### src/rtl/parity_check_pkg.sv
// Shared constants and state encoding for the parity_check leaf checker.
package parity_check_pkg;

  localparam int PAR_EVEN  = 0;
  localparam int PAR_ODD   = 1;
  localparam int CNT_W_DEF = 8;

  typedef enum logic {
    GOOD = 1'b0,
    BAD  = 1'b1
  } state_t;

endpackage

### src/rtl/parity3_calc.sv
// Combinational 3-bit parity violation detector; odd=1 selects odd parity.
module parity3_calc (
  input  logic x,
  input  logic y,
  input  logic z,
  input  logic odd,
  output logic v
);

  assign v = x ^ y ^ z ^ odd;

endmodule

### src/rtl/parity_check.sv
// Registered 3-input parity checker with a saturating violation counter.
// Optional sticky violation flag enabled by defining PARITY_CHECK_STICKY_EN.
module parity_check
  import parity_check_pkg::*;
#(
  parameter int ODD_PARITY = PAR_EVEN,
  parameter int CNT_W      = CNT_W_DEF
) (
  input  logic             clk,
  input  logic             n_rst,
  input  logic             x,
  input  logic             y,
  input  logic             z,
  output logic             result,
  output logic [CNT_W-1:0] err_cnt
`ifdef PARITY_CHECK_STICKY_EN
  ,
  output logic             sticky_err
`endif
);

  localparam logic ODD_SEL = (ODD_PARITY != PAR_EVEN);

  function automatic logic [CNT_W-1:0] sat_inc(input logic [CNT_W-1:0] c);
    return (&c) ? c : c + CNT_W'(1);
  endfunction

  logic             v_p0;
  state_t           state_p1;
  state_t           state_nxt;
  logic [CNT_W-1:0] cnt_p1;

  parity3_calc u_calc (
    .x   (x),
    .y   (y),
    .z   (z),
    .odd (ODD_SEL),
    .v   (v_p0)
  );

  // Stage p0 -> p1: n_rst is an active-high asynchronous clear despite its name
  always_ff @(posedge clk or posedge n_rst) begin
    if (n_rst) begin
      state_p1 <= GOOD;
      cnt_p1   <= '0;
    end else begin
      state_p1 <= state_nxt;
      if (v_p0) cnt_p1 <= sat_inc(cnt_p1);
    end
  end

  always_comb begin
    state_nxt = GOOD;
    if (v_p0) state_nxt = BAD;
  end

  always_comb begin
    result = (state_p1 == BAD);
  end

  assign err_cnt = cnt_p1;

`ifdef PARITY_CHECK_STICKY_EN
  logic sticky_p1;

  always_ff @(posedge clk or posedge n_rst) begin
    if (n_rst)     sticky_p1 <= 1'b0;
    else if (v_p0) sticky_p1 <= 1'b1;
  end

  assign sticky_err = sticky_p1;
`endif

endmodule

### config.mk
export PLATFORM = sky130hd
export DESIGN_NAME = parity_check
export DESIGN_NICKNAME = d
export VERILOG_FILES = /design/src/rtl/parity_check_pkg.sv /design/src/rtl/parity3_calc.sv /design/src/rtl/parity_check.sv
export SDC_FILE = /design/constraint.sdc
export NUM_CORES = 1
export LEC_CHECK = 0
export BUFFER_PORTS_ARGS = -buffer_cell sky130_fd_sc_hd__clkbuf_2
export CAP_MARGIN = 10
export CORE_AREA = 2 2 39 41
export CTS_CLUSTER_DIAMETER = 150
export DETAILED_ROUTE_END_ITERATION = 10
export DIE_AREA = 0 0 41 43
export GPL_ROUTABILITY_DRIVEN = 1
export SETUP_SLACK_MARGIN = 0.2
export SLEW_MARGIN = 25
export SYNTH_ARGS = -nofsm -noshare
export SYNTH_HDL_FRONTEND = slang
export SYNTH_SLANG_ARGS = --single-unit
### constraint.sdc
create_clock -name clk -period 1.3 [get_ports clk]
set_input_delay 0.195 -clock clk [delete_from_list [all_inputs] [get_ports clk]]
set_output_delay 0.195 -clock clk [all_outputs]
set_load 0.02 [all_outputs]
==> reports/results.tsv, run 1 <==
stage	metric	value	unit
finish	drive_gt1_share	64.9	%
grt	grt_overflow	0	
floorplan	rows	14	
logic_synthesis	yosysTopAreaCellShare	48.0	%
power	leakage	0.399	nW
critical_path	cp_cell_sequence	ha_4, nand4_1, o21a_2, mux2_4	
logic_synthesis	yosysSeqAreaShare	48.0	%
logic_synthesis	yosys_warnings	0	
logic_synthesis	ys_ff_latch	9	
drt	via_per_inst	5.07	
critical_path	crit_fanout	5	
clock_network	h-tree-depth	1	
placement	hpwl	783	um
sta	hold_viol	0	
grt	grt_pass1_wl	1760	um
critical_path	crit_path_max_incr_delay	0.43	ns
drt	dr.pass1.iters	4	
critical_path	critPathLaunchType	flip-flop	
hold_path	hold_class	in -> async	
clock_network	clk_pin_slew	0.06	ns
critical_path	cp.arrival	1.46	ns
run_status	failed_checks	negative setup slack	
finish	final_cell_area	823	um2
logic_synthesis	syn_area	469	um2
floorplan	core	0.00138	mm2
grt	grt_pass1_vias	406	
grt	grt_max_degree	10	
drt	routed-via-count	456	
power	ir_drop	1.05	mV
sta	fmaxAchievable	0.760	GHz
finish	seq_area	231	um2
floorplan	initial_utilization	33.9	%
floorplan	ios	14	
logic_synthesis	postSynthCellCount	38	
sta	fin_tns_setup	-0.0315	ns
finish	antenna_cells	0	
clock_network	cts_inserted_buffers	3	
run_status	status	finished with violations	
sta	hold_ws	0.423	ns
finish	fillers	132	
logic_synthesis	ys_types	20	
critical_path	crit_required	1.45	ns
placement	port_buffers	13	
drt	totalWireLength	1180	um
clock_network	clock_sinks	9	
logic_synthesis	mappedNetlistNets	44	
clock_network	cts_tree	built	
grt	grt_util_all_layers	15.9	%
sta	rsz0062_at_grt	true	
critical_path	cp_top_family	flip-flops	
power	p_total	1.94	mW
drt	drc	0	
critical_path	slowest_stage	dfrtp_2	
sta	slew_viol_final	0	
sta	relSlewSlack	76.0	%
clock_network	cts_buffer_depth	2	
drt	wire_per_inst	13.1	um
sta	finalWorstSetupSlack	-0.0157	ns
critical_path	crit_path_end_kind	flip-flop	
sta	setup_viol	3	
floorplan	die_h	43	um
finish	post-route-util	59.5	%
run	cap_violations	0	
placement	place.gp.congestion	0.792	
floorplan	chipWidth	41	um
critical_path	critPathBufInv	0	
finish	nNetsFinal	81	
grt	antenna_found_initial	0	
sta	clock_skew	0.00237	ns
sta	period_needed	1.32	ns
finish	syn_to_final_growth	75.5	%
finish	final_cells	90	
finish	multi_input_area	267	um2
sta	fin_crit_sh	101	%
power	p_per_area	2360	mW/mm2
logic_synthesis	yosys.area.top_type	dfrtp_1	
placement	dpl_worst_slack	-0.127	ns
critical_path	path_class	reg -> reg	
floorplan	die-area	0.00176	mm2
logic_synthesis	syn-mean-instance-area	12.3	um2
logic_synthesis	synthTopCellsByArea	dfrtp_1 48%, mux2_4 6.4%, xor3_2 5.3%	
drt	ant_nets	0	
drt	first_iter_violations	13	
placement	placed_cell_area	671	um2
sta	worstMarginPinSlew	0.360	ns
placement	placed_cells	79	
clock_network	clock_latency	0.26	ns
clock_network	clock-root-buffer	clkbuf_4	
final timing paths:
check                      slack, ns  startpoint  cells after the start    endpoint
max                            -0.02  err_cnt[0]                      4  err_cnt[1]
min                             0.42       n_rst                      3      result
max reg2reg                    -0.02  err_cnt[0]                      4  err_cnt[1]
min reg2reg                     0.60  err_cnt[4]                      1  err_cnt[4]
max in group asynchronous       0.59       n_rst                      3  err_cnt[0]
min in group clk                0.44           z                      3      result
sequential cells by signal (all words and copies together), names as in the netlist:
register / flops
err_cnt: 8
result: 1
report_power, final:
group / total [mW] / switching (mW) / internal [mW]
Combinational: 1.15 / 0.475 / 0.673
Sequential: 0.572 / 0.159 / 0.413
Clock: 0.222 / 0.103 / 0.119
metal layers:
layer / GRT usage (%) / vias up / share of wire [%]
li1: - / 218 / -
met1: 16.4 / 219 / 41
met2: 23.4 / 17 / 52
met3: 6.81 / 2 / 5.5
met4: 12.7 / 0 / 0.85
met5: 0 / - / 0
Yosys cell counts:
cell type  instances
a21oi_1            1
a31oi_1            2
a41oi_1            1
and3_1             2
dfrtp_1            9
ha_1               1
inv_1              1
mux2_2             2
mux2_4             2
nand2_1            4
nand2b_1           1
nand3_1            2
nand4_1            3
nor2_1             1
nor4b_4            1
o211ai_1           1
o21a_2             1
xnor2_1            1
xor2_1             1
xor3_2             1
worst reg2reg max path, delay by kind of cell (launching register included):
family / cells / cell delay, ns
multiplexers: 1 / 0.29
AND/OR/NAND/NOR: 1 / 0.11
AO/OA/AOI/OAI: 1 / 0.23
flip-flops: 1 / 0.43
adder cells (fa/ha/maj): 1 / 0.15
final cells by class:
type | count | area share, %
Clock buffer | 4 | 3.19
Inverter | 1 | 0.456
Multi-Input combinational cell | 28 | 32.4
Sequential cell | 9 | 28.1
Tap cell | 16 | 2.43
Timing Repair Buffer | 32 | 33.4
logic make-up after synthesis:
| logic type | share of synthesized area, % |
|---|---|
| AO/OA/AOI/OAI | 9.07 |
| XOR/XNOR | 9.07 |
| adder cells (fa/ha/maj) | 2.67 |
| buffers and inverters | 0.799 |
| flip-flops | 48.0 |
| multiplexers | 11.2 |
| AND/OR/NAND/NOR | 19.2 |
layout by cell type (no fill, tap or decap), types with 2 or more instances in the layout:
cell      synthesis  layout
clkbuf_8          0       2
nand4_1           3       3
nand3_1           2       2
nand2_1           4       4
and3_1            2       2
buf_8             0       2
dfrtp_1           9       4
buf_6             0       6
clkbuf_2          0       6
dfrtp_2           0       5
buf_4             0      14
clkbuf_4          0       3
mux2_4            2       4
repair_timing:
item | 4_1_cts | 5_1_grt
resized for setup | 8 | 12
endpoints found under the setup margin | 12 | 15
hold buffers | 1 | 0
setup buffers | 2 | 4
pin swaps | 4 | 0
endpoints found under the hold margin | 9 | 0
(Power assumes the default switching activity.)
==> run 2, diff against run 1 <==
SYNTH_HIERARCHICAL = 1   (was unset)
==> run 2 against run 1 <==
The run now ends clean; clock power increased by 3%; critical path depth fell by 1; wire length grew 4.3%; clock skew up 0.0056 ns; register-to-register slack better by 0.06 ns; cell count increased by 5.6%; die area unchanged; first-iteration DRC count shrank 92%; final area grew 6.4%; sequential cell count stayed put; maximum frequency is 4.5% higher; count of clock-buffer cells in the layout fell by 1; largest power group unchanged; highest routed layer unchanged.
==> reports/results.tsv, run 2 <==
stage	metric	value	unit	change
run_status	status	completed		was finished with violations
floorplan	die_h	43	um	unchanged
critical_path	crit_required	1.46	ns	was 1.45 ns
drt	wire_per_inst	12.9	um	was 13.1 um
finish	layout_common_cells	15 x buf_4, 9 x clkbuf_2, 6 x dfrtp_2		was 14 x buf_4, 6 x clkbuf_2, 6 x buf_6
logic_synthesis	ys_top_cells_by_count	9 x dfrtp_1, 4 x xnor2_1		was 9 x dfrtp_1, 4 x nand2_1, 3 x nand4_1
drt	totalWireLength	1230	um	was 1180 um
sta	period_needed	1.26	ns	was 1.32 ns
floorplan	core	0.00138	mm2	unchanged
sta	clock_skew	0.00802	ns	was 0.00237 ns
grt	antenna_found_initial	0		unchanged
sta	slew_viol_final	0		unchanged
logic_synthesis	syn-mean-instance-area	10.8	um2	was 12.3 um2
finish	mostFrequentLayoutCell	buf_4		unchanged
logic_synthesis	yosysSeqAreaShare	48.5	%	was 48.0%
clock_network	h-tree-depth	1		unchanged
run	cap_violations	0		unchanged
critical_path	cp.arrival	1.42	ns	was 1.46 ns
logic_synthesis	synth_flop_cell	dfrtp_1		unchanged
sta	fin_crit_sh	96.9	%	was 101%
drt	dr.pass1.iters	2		was 4
clock_network	clock_sinks	9		unchanged
drt	routed-via-count	455		was 456
logic_synthesis	async_flop_share	100	%	unchanged
drt	first_iter_violations	1		was 13
clock_network	clock_latency	0.27	ns	was 0.26 ns
clock_network	clock-root-buffer	clkbuf_4		unchanged
grt	grt_util_all_layers	16.5	%	was 15.9%
sta	rsz0062_at_grt	true		unchanged
logic_synthesis	post-synth-top-count-cell	dfrtp_1		unchanged
power	ir_drop	1.33	mV	was 1.05 mV
placement	hpwl	756	um	was 783 um
sta	setup_viol	0		was 3
finish	drive_gt1_share	72.2	%	was 64.9%
critical_path	crit_fanout	6		was 5
critical_path	cp_top_family	flip-flops		unchanged
logic_synthesis	yosys_warnings	6		was 0
drt	ant_nets	0		unchanged
sta	fmaxAchievable	0.794	GHz	was 0.760 GHz
floorplan	rows	14		unchanged
logic_synthesis	synthTopCellsByArea	dfrtp_1 49%, xnor2_1 7.5%, mux2_2 4.9%		was dfrtp_1 48%, mux2_4 6.4%, xor3_2 5.3%
power	leakage	0.394	nW	was 0.399 nW
logic_synthesis	mappedNetlistNets	49		was 44
sta	hold_viol	0		unchanged
critical_path	path_class	reg -> reg		unchanged
critical_path	critPathBufInv	0		unchanged
critical_path	cp_cell_sequence	nand4_2, o21ai_4, mux2_4		was ha_4, nand4_1, o21a_2, mux2_4
sta	hold_ws	0.414	ns	was 0.423 ns
critical_path	slowest_stage	dfrtp_2		unchanged
floorplan	ios	14		unchanged
critical_path	crit_path_end_kind	flip-flop		unchanged
drt	via_per_inst	4.79		was 5.07
logic_synthesis	yosysTopAreaCellShare	48.5	%	was 48.0%
logic_synthesis	ys_types	19		was 20
drt	drc	0		unchanged
grt	grt_overflow	0		unchanged
critical_path	crit_path_max_incr_delay	0.43	ns	about the same
clock_network	clk_pin_slew	0.07	ns	was 0.06 ns
placement	place.gp.congestion	0.740		was 0.792
floorplan	chipWidth	41	um	unchanged
logic_synthesis	postSynthCellCount	43		was 38
grt	grt_pass1_vias	469		was 406
finish	nNetsFinal	86		was 81
logic_synthesis	syn_area	464	um2	was 469 um2
logic_synthesis	synth_edf_count	0		unchanged
clock_network	cts_inserted_buffers	3		unchanged
grt	grt_max_degree	10		unchanged
logic_synthesis	yosys.area.top_type	dfrtp_1		unchanged
floorplan	initial_utilization	33.5	%	was 33.9%
clock_network	cts_tree	built		unchanged
power	p_per_area	2170	mW/mm2	was 2360 mW/mm2
finish	syn_to_final_growth	88.7	%	was 75.5%
placement	port_buffers	13		unchanged
floorplan	die-area	0.00176	mm2	unchanged
logic_synthesis	ys_ff_latch	9		unchanged
hold_path	hold_class	in -> async		unchanged
grt	grt_pass1_wl	1930	um	was 1760 um
finish	antenna_cells	0		unchanged
clock_network	cts_buffer_depth	2		unchanged
sta	fin_tns_setup	0	ns	was -0.0315 ns
critical_path	critPathLaunchType	flip-flop		unchanged
finish	largest_reg_flops	8		unchanged
==> run 2: worst reg2reg max path, delay by kind of cell (launching register included) <==
kind	cells	cell delay [ns]
flops	1	0.43
compound gates	1	0.22
mux	1	0.31
simple gates	1	0.20
==> run 2: layer usage <==
layer  share of wire [%]  wire [um]  global-route usage [%]  vias up
met3                 3.6         44                    1.57        4
met5                   0          0                       0        -
met2                  54        662                    26.9       15
li1                    -          -                       -      227
met4                 3.0         37                    12.0        0
met1                  39        482                    18.5      209
==> run 2: timing repair <==
action / in CTS / in global routing
hold endpoints to repair: 9 / 0
gates resized for setup: 11 / 14
buffers inserted: 8 / 1
setup endpoints to repair: 13 / 14
pin swaps: 5 / 4
hold buffers: 1 / 0
==> run 2: logic make-up after synthesis <==
family	share of synthesized area (%)
AND/OR/NAND/NOR	18.6
buffers and inverters	0.808
other	0.808
adder cells (fa/ha/maj)	2.69
AO/OA/AOI/OAI	9.97
multiplexers	7.28
flip-flops	48.5
XOR/XNOR	11.3
==> run 2: layout make-up <==
cell class | instances | area, um2
clock buffer | 3 | 22.5
fill | 126 | 508
multi-input combinational | 33 | 335
sequential | 9 | 233
timing repair buffer | 32 | 256
tap | 16 | 20.0
clock inverter | 1 | 5.00
inverter | 1 | 3.75
==> run 2: stage by stage <==
stage	setup WS (ns)	area, um2	utilization, %	total power, mW	std cells
after floorplan	-0.0383	524	-	0.978	43
after global placement	-0.114	677	48.9	1.29	81
after detailed placement	-0.168	677	48.9	1.30	81
after CTS	0.0509	821	59.3	1.78	94
after global routing	-0.00687	876	63.3	2.03	95
final	0.0408	876	63.3	1.90	95
==> run 2: path summary, 6_finish.rpt <==
kind                                 start          to  slack, ns  depth (start not counted)
worst max register to register  err_cnt[4]  err_cnt[1]       0.04                          3
worst min register to register  err_cnt[4]  err_cnt[4]       0.54                          1
min in group clk                         x      result       0.46                          4
worst max-delay path            err_cnt[4]  err_cnt[1]       0.04                          3
worst min-delay path                 n_rst  err_cnt[5]       0.41                          3
max in group asynchronous            n_rst  err_cnt[2]       0.59                          3
==> run 2: where the power goes <==
| part | internal [mW] | leakage, nW | total (mW) | switching (mW) |
|---|---|---|---|---|
| clock network | 0.114 | 0.0177 | 0.229 | 0.115 |
| registers | 0.412 | 0.104 | 0.574 | 0.162 |
| logic | 0.621 | 0.272 | 1.10 | 0.477 |
| total | 1.15 | 0.394 | 1.90 | 0.754 |
